$ cat config.mk
export PLATFORM = sky130hd
export DESIGN_NAME = fetch_unit
export DESIGN_NICKNAME = d
export VERILOG_FILES = /design/src/rtl/fetch_unit.sv
export SDC_FILE = /design/constraint.sdc
export NUM_CORES = 1
export LEC_CHECK = 0
export CAP_MARGIN = 10
export CORE_MARGIN = 2
export CORE_UTILIZATION = 40
export CTS_CLUSTER_SIZE = 25
export DETAILED_ROUTE_END_ITERATION = 10
export PLACE_DENSITY = 0.81
export SETUP_SLACK_MARGIN = 0.3
export SLEW_MARGIN = 15
export SYNTH_ARGS = -nofsm -noshare
export SYNTH_HDL_FRONTEND = slang
export SYNTH_SLANG_ARGS = --single-unit
$ cat constraint.sdc
create_clock -name clk -period 3.8 [get_ports clk]
set_input_delay 0.76 -clock clk [delete_from_list [all_inputs] [get_ports clk]]
set_output_delay 0.76 -clock clk [all_outputs]
set_load 0.005 [all_outputs]
$ cat src/rtl/fetch_unit.sv
// fetch_unit: instruction-fetch stage.
// Owns the 32-bit PC, the two-word reset-vector boot sequence, PC source
// selection, the IF/ID pipeline register and the interrupt-pending latch.
// Build option: define FETCH_INT_SYNC_EN to pass int_req through a two-flop
// synchronizer before edge detection; otherwise int_req is edge-detected
// directly.
module fetch_unit (
  input  logic        clk,
  input  logic        rst,
  input  logic [1:0]  pc_sel,
  input  logic [31:0] jump_target,
  input  logic        fetch_pc_enable,
  input  logic        freeze_cu,
  input  logic        flush_fetch,
  input  logic        pop_pc2,
  input  logic        pop_pc1,
  input  logic [15:0] pop_data,
  output logic [31:0] imem_addr,
  input  logic [15:0] imem_data,
  input  logic        int_req,
  input  logic        int_ack,
  output logic        int_pending,
  output logic [15:0] if_id_instr,
  output logic [4:0]  opCode,
  output logic [31:0] if_id_pc_next,
  output logic        boot_busy
);

  localparam logic [31:0] INT_VECTOR = 32'h0000_0010;
  localparam logic [15:0] NOP_WORD   = 16'h0000;

  localparam logic [1:0] SEL_SEQ    = 2'b00;
  localparam logic [1:0] SEL_REBOOT = 2'b01;
  localparam logic [1:0] SEL_INT    = 2'b10;
  localparam logic [1:0] SEL_JUMP   = 2'b11;

  typedef enum logic [1:0] {
    BOOT_HI = 2'b00,
    BOOT_LO = 2'b01,
    RUN     = 2'b10
  } state_e;

  state_e      state_q, state_d;
  logic [31:0] pc_q, pc_d;
  logic [15:0] staged_hi_q, staged_hi_d;
  logic [15:0] if_id_instr_q, if_id_instr_d;
  logic [31:0] if_id_pc_next_q, if_id_pc_next_d;
  logic        int_prev_q;
  logic        int_pending_q, int_pending_d;
  logic        int_level;
  logic        int_rise;

  // Decodes produced by the FSM output process.
  logic        in_boot;
  logic        reboot;
  logic [31:0] pc_plus1;

  assign pc_plus1 = pc_q + 32'd1;

  // Boot FSM state register.
  always_ff @(posedge clk or posedge rst) begin
    if (rst) begin
      state_q <= BOOT_HI;
    end else begin
      // NOTE: sequential state always uses non-blocking assignment so every
      // flop samples pre-edge values regardless of block evaluation order.
      state_q <= state_d;
    end
  end

  // Boot FSM next-state logic.
  always_comb begin
    // NOTE: every combinationally assigned signal gets a default first so no
    // path leaves it unassigned and infers a latch.
    state_d = state_q;
    case (state_q)
      BOOT_HI: state_d = BOOT_LO;
      BOOT_LO: state_d = RUN;
      RUN:     if (!pop_pc1 && pc_sel == SEL_REBOOT) state_d = BOOT_HI;
      default: state_d = BOOT_HI;
    endcase
  end

  // Boot FSM outputs.
  always_comb begin
    in_boot   = (state_q != RUN);
    boot_busy = in_boot;
    // A pop_pc1 outranks a reboot request, so the reboot only happens alone.
    reboot    = (state_q == RUN) && !pop_pc1 && (pc_sel == SEL_REBOOT);
  end

  // PC and staged high half: boot sequence, pops, jumps and sequential fetch.
  always_comb begin
    pc_d        = pc_q;
    staged_hi_d = staged_hi_q;

    if (state_q == BOOT_HI) staged_hi_d = imem_data;
    // A pop of the high half is honoured in every state.
    if (pop_pc2) staged_hi_d = pop_data;

    case (state_q)
      BOOT_HI: pc_d = 32'd1;
      BOOT_LO: pc_d = {staged_hi_q, imem_data};
      default: begin
        // Pops and pc_sel loads override a frozen PC: ret/rti pop while frozen.
        if (pop_pc1)                   pc_d = {staged_hi_q, pop_data};
        else if (pc_sel == SEL_JUMP)   pc_d = jump_target;
        else if (pc_sel == SEL_INT)    pc_d = INT_VECTOR;
        else if (reboot)               pc_d = 32'd0;
        else if (!fetch_pc_enable)     pc_d = pc_q;
        else                           pc_d = pc_plus1;
      end
    endcase
  end

  // IF/ID register next value: boot and flush inject a NOP, freeze holds.
  always_comb begin
    if_id_instr_d   = if_id_instr_q;
    if_id_pc_next_d = if_id_pc_next_q;
    if (in_boot || flush_fetch) begin
      if_id_instr_d   = NOP_WORD;
      if_id_pc_next_d = 32'd0;
    end else if (!freeze_cu) begin
      if_id_instr_d   = imem_data;
      if_id_pc_next_d = pc_plus1;
    end
  end

  // Datapath registers; reset aborts any boot, pop or jump in flight.
  always_ff @(posedge clk or posedge rst) begin
    if (rst) begin
      pc_q            <= 32'd0;
      staged_hi_q     <= 16'd0;
      if_id_instr_q   <= NOP_WORD;
      if_id_pc_next_q <= 32'd0;
    end else begin
      pc_q            <= pc_d;
      staged_hi_q     <= staged_hi_d;
      if_id_instr_q   <= if_id_instr_d;
      if_id_pc_next_q <= if_id_pc_next_d;
    end
  end

`ifdef FETCH_INT_SYNC_EN
  logic int_sync1_q, int_sync2_q;

  // Two-flop synchronizer bringing the asynchronous pin into the clock domain.
  always_ff @(posedge clk or posedge rst) begin
    if (rst) begin
      int_sync1_q <= 1'b0;
      int_sync2_q <= 1'b0;
    end else begin
      int_sync1_q <= int_req;
      int_sync2_q <= int_sync1_q;
    end
  end

  assign int_level = int_sync2_q;
`else
  assign int_level = int_req;
`endif

  assign int_rise = int_level & ~int_prev_q;
  // A fresh edge wins over an acknowledge arriving in the same cycle.
  assign int_pending_d = int_rise | (int_pending_q & ~int_ack);

  // Edge-detect flop and pending latch; a level held high sets pending once.
  always_ff @(posedge clk or posedge rst) begin
    if (rst) begin
      int_prev_q    <= 1'b0;
      int_pending_q <= 1'b0;
    end else begin
      int_prev_q    <= int_level;
      int_pending_q <= int_pending_d;
    end
  end

  assign imem_addr     = pc_q;
  assign if_id_instr   = if_id_instr_q;
  assign opCode        = if_id_instr_q[15:11];
  assign if_id_pc_next = if_id_pc_next_q;
  assign int_pending   = int_pending_q;

endmodule

==> impl_metrics.py <==
metrics = {
    "power": {
        "seqPwrFrac": 0.397,
        "pwr-share-clk": 0.228,
        "swShare": 0.380,
        "p_per_area_nw_per_um2": 582,
        "p_comb_frac": 0.375,
        "intPower_uw": 2780,
        "ir_worst_vdd_uv": 302,
        "p_total_uw": 4480,
        "switchingPower_uw": 1700,
        "p_leak_uw": 0.00302,
    },
    "route": {
        "routed_wl_um": 19200,
        "vias_per_cell": 6.06,
        "wl_per_cell_um": 20.4,
        "drc_errors": 0,
        "antenna_left": 0,
        "first_pass_iters": 6,
        "drtIter0Drc": 668,
        "num_vias": 5700,
    },
    "yosys": {
        "synth_edf_count": 0,
        "synth-main-ff-cell": "dfrtp_1",
        "yosysWarnings": 0,
        "synthArstFlopShare": 1.00,
        "seq_area_frac_synth": 0.443,
        "netlist_area_um2": 5640,
        "syn-mean-instance-area_um2": 9.03,
        "yosysUniqueCellTypes": 59,
        "syn_inst": 625,
        "synth-seq-cells": 100,
        "synth_fp_nets": 701,
    },
    "clocking": {
        "clock-root-buffer": "clkbuf_16",
        "clock-sinks": 100,
        "cts_resized": 0,
        "htreeDepth": 3,
        "clkLatencyLatePin_ps": 350,
        "clock_path_buffers": 2,
        "clkTransAtPathRegs_ps": 80,
        "cts_setup_buffers": 0,
        "cts_buffers": 9,
        "cts_tree": "built",
        "hold_buffers": 0,
    },
    "global_routing": {
        "grt.total_usage": 0.260,
        "grt_max_degree": 57,
        "grt-ovfl-total": 0,
        "grt_pass1_wl_um": 29900,
        "first_global_vias": 5230,
        "antenna_found_initial": 0,
    },
    "timing": {
        "skew_ps": 11.4,
        "hold_viol_final": 0,
        "fin_setup_tns_ps": 0,
        "drv_slew": 0,
        "setup_ws_ps": 786,
        "post-route-min-period_ps": 3010,
        "fin_crit_sh": 0.793,
        "grt_setup_unrepaired": "no",
        "max_freq_mhz": 332,
        "slew_headroom": 0.255,
        "holdWs_ps": 432,
        "setup_viol": 0,
        "tightest_slew_ps": 1110,
    },
    "floorplanning": {
        "initial_utilization": 0.408,
        "die_h_um": 123,
        "core.rowCount": 43,
        "dieArea_um2": 15100,
        "io_pins": 162,
        "die_x_um": 123,
        "core-area_um2": 13800,
    },
    "place": {
        "gp_congestion": 0.961,
        "dpl_cell_area_um2": 7370,
        "dp_worst_setup_slack_ps": 850,
        "dp_hpwl_um": 13800,
        "portBuffers": 161,
    },
    "critical_path": {
        "critPathMaxStageDelay_ps": 990,
        "crit_type": "reg -> out",
        "rrSetupSlack_ps": 1230,
        "cp-end-kind": "output port",
        "critical_path_buf_inv_count": 1,
        "crit_fanout": 27,
        "critical_path.cell_chain": "nand2b_1, clkdlybuf4s50_1",
        "critPathArrivalTime_ps": 2250,
        "crit_family": "flip-flops",
        "crit_path_top_delay_cell": "dfrtp_1",
        "cp_data_required_time_ps": 3040,
        "cp-start-kind": "flop",
    },
    "hold_path": {
        "hold_class": "reg -> reg",
    },
    "final_layout": {
        "drive_gt1_frac": 0.0565,
        "syn_to_final_growth_pct": 36.3,
        "design_area_um2": 7690,
        "layout_commonest_cell": "clkdlybuf4s50_1",
        "most-common-layout-cells": "clkdlybuf4s50_1, dfrtp_1, nand2_1",
        "diodes": 0,
        "fin_nets": 832,
    },
    "status": {
        "status": "completed",
    },
    "job": {
        "drv_cap": 0,
    },
}
stage by stage:
| stage | util | cells |
|---|---|---|
| 6_report | 0.556 | 941 |
| 5_1_grt | 0.556 | 941 |
| 4_1_cts | 0.556 | 941 |
| 3_5_place_dp | 0.533 | 925 |
| 3_3_place_gp | 0.533 | 925 |
| 2_1_floorplan | - | 625 |
registers in the layout, summed over array words and instances (netlist names):
register       count
if_id_instr       16
if_id_pc_next     32
imem_addr         32
int_pending        1
int_prev_q         1
staged_hi_q       16
state_q            2
Yosys cell counts (6+ instances only):
cell,n,area share
o21a_1,7,0.0093
nand3_1,14,0.012
nand2b_1,9,0.010
nor3_2,6,0.011
and4_1,8,0.012
clkbuf_1,33,0.022
mux2i_1,19,0.034
xor2_1,10,0.016
nor2_1,9,0.0060
a21oi_1,24,0.021
xnor2_1,19,0.029
a22o_1,24,0.037
a22oi_1,10,0.013
buf_2,10,0.0089
dfrtp_1,100,0.44
nand2_1,99,0.066
inv_1,8,0.0053
nor3_1,7,0.0062
nand4_1,12,0.013
o21ai_0,98,0.087
layer usage:
layer	wire length, um	GRT usage	vias to the layer above
met5	0	0	-
met4	457	0.0812	0
met3	1950	0.0511	36
met2	8670	0.402	364
met1	8110	0.366	2733
li1	-	-	2567
layout make-up:
cell class,count,area (um2)
Inverter,8,32.5
Sequential cell,100,2500
Tap cell,180,225
Timing Repair Buffer,173,1710
Clock buffer,10,229
Multi-Input combinational cell,464,2900
Fill cell,1196,6130
Clock inverter,6,93.8
path summary, 6_finish.rpt:
path	end	start	depth (start not counted)
max	boot_busy	state_q[1]	2
min	int_pending	int_prev_q	1
max reg2reg	if_id_pc_next[4]	state_q[1]	3
min reg2reg	int_pending	int_prev_q	1
max in group asynchronous	if_id_instr[9]	rst	3
min in group asynchronous	if_id_pc_next[14]	rst	2
power groups by stage:
stage | Clock (uW) | Combinational [uW] | Sequential, uW
detailed placement | 0 | 1660 | 1770
finish | 1020 | 1680 | 1780
global placement | 0 | 1640 | 1760
CTS | 1020 | 1670 | 1750
floorplan | 0 | 946 | 1610
global route | 1070 | 1820 | 1820
cell families after synthesis:
kind of cell	after synthesis	synth area share
flops	100	0.443
simple gates	198	0.181
mux	19	0.0337
xor+xnor	29	0.0450
fa+ha+maj	1	0.00222
compound gates	217	0.249
buf+inv	61	0.0463
(Power assumes the default switching activity.)
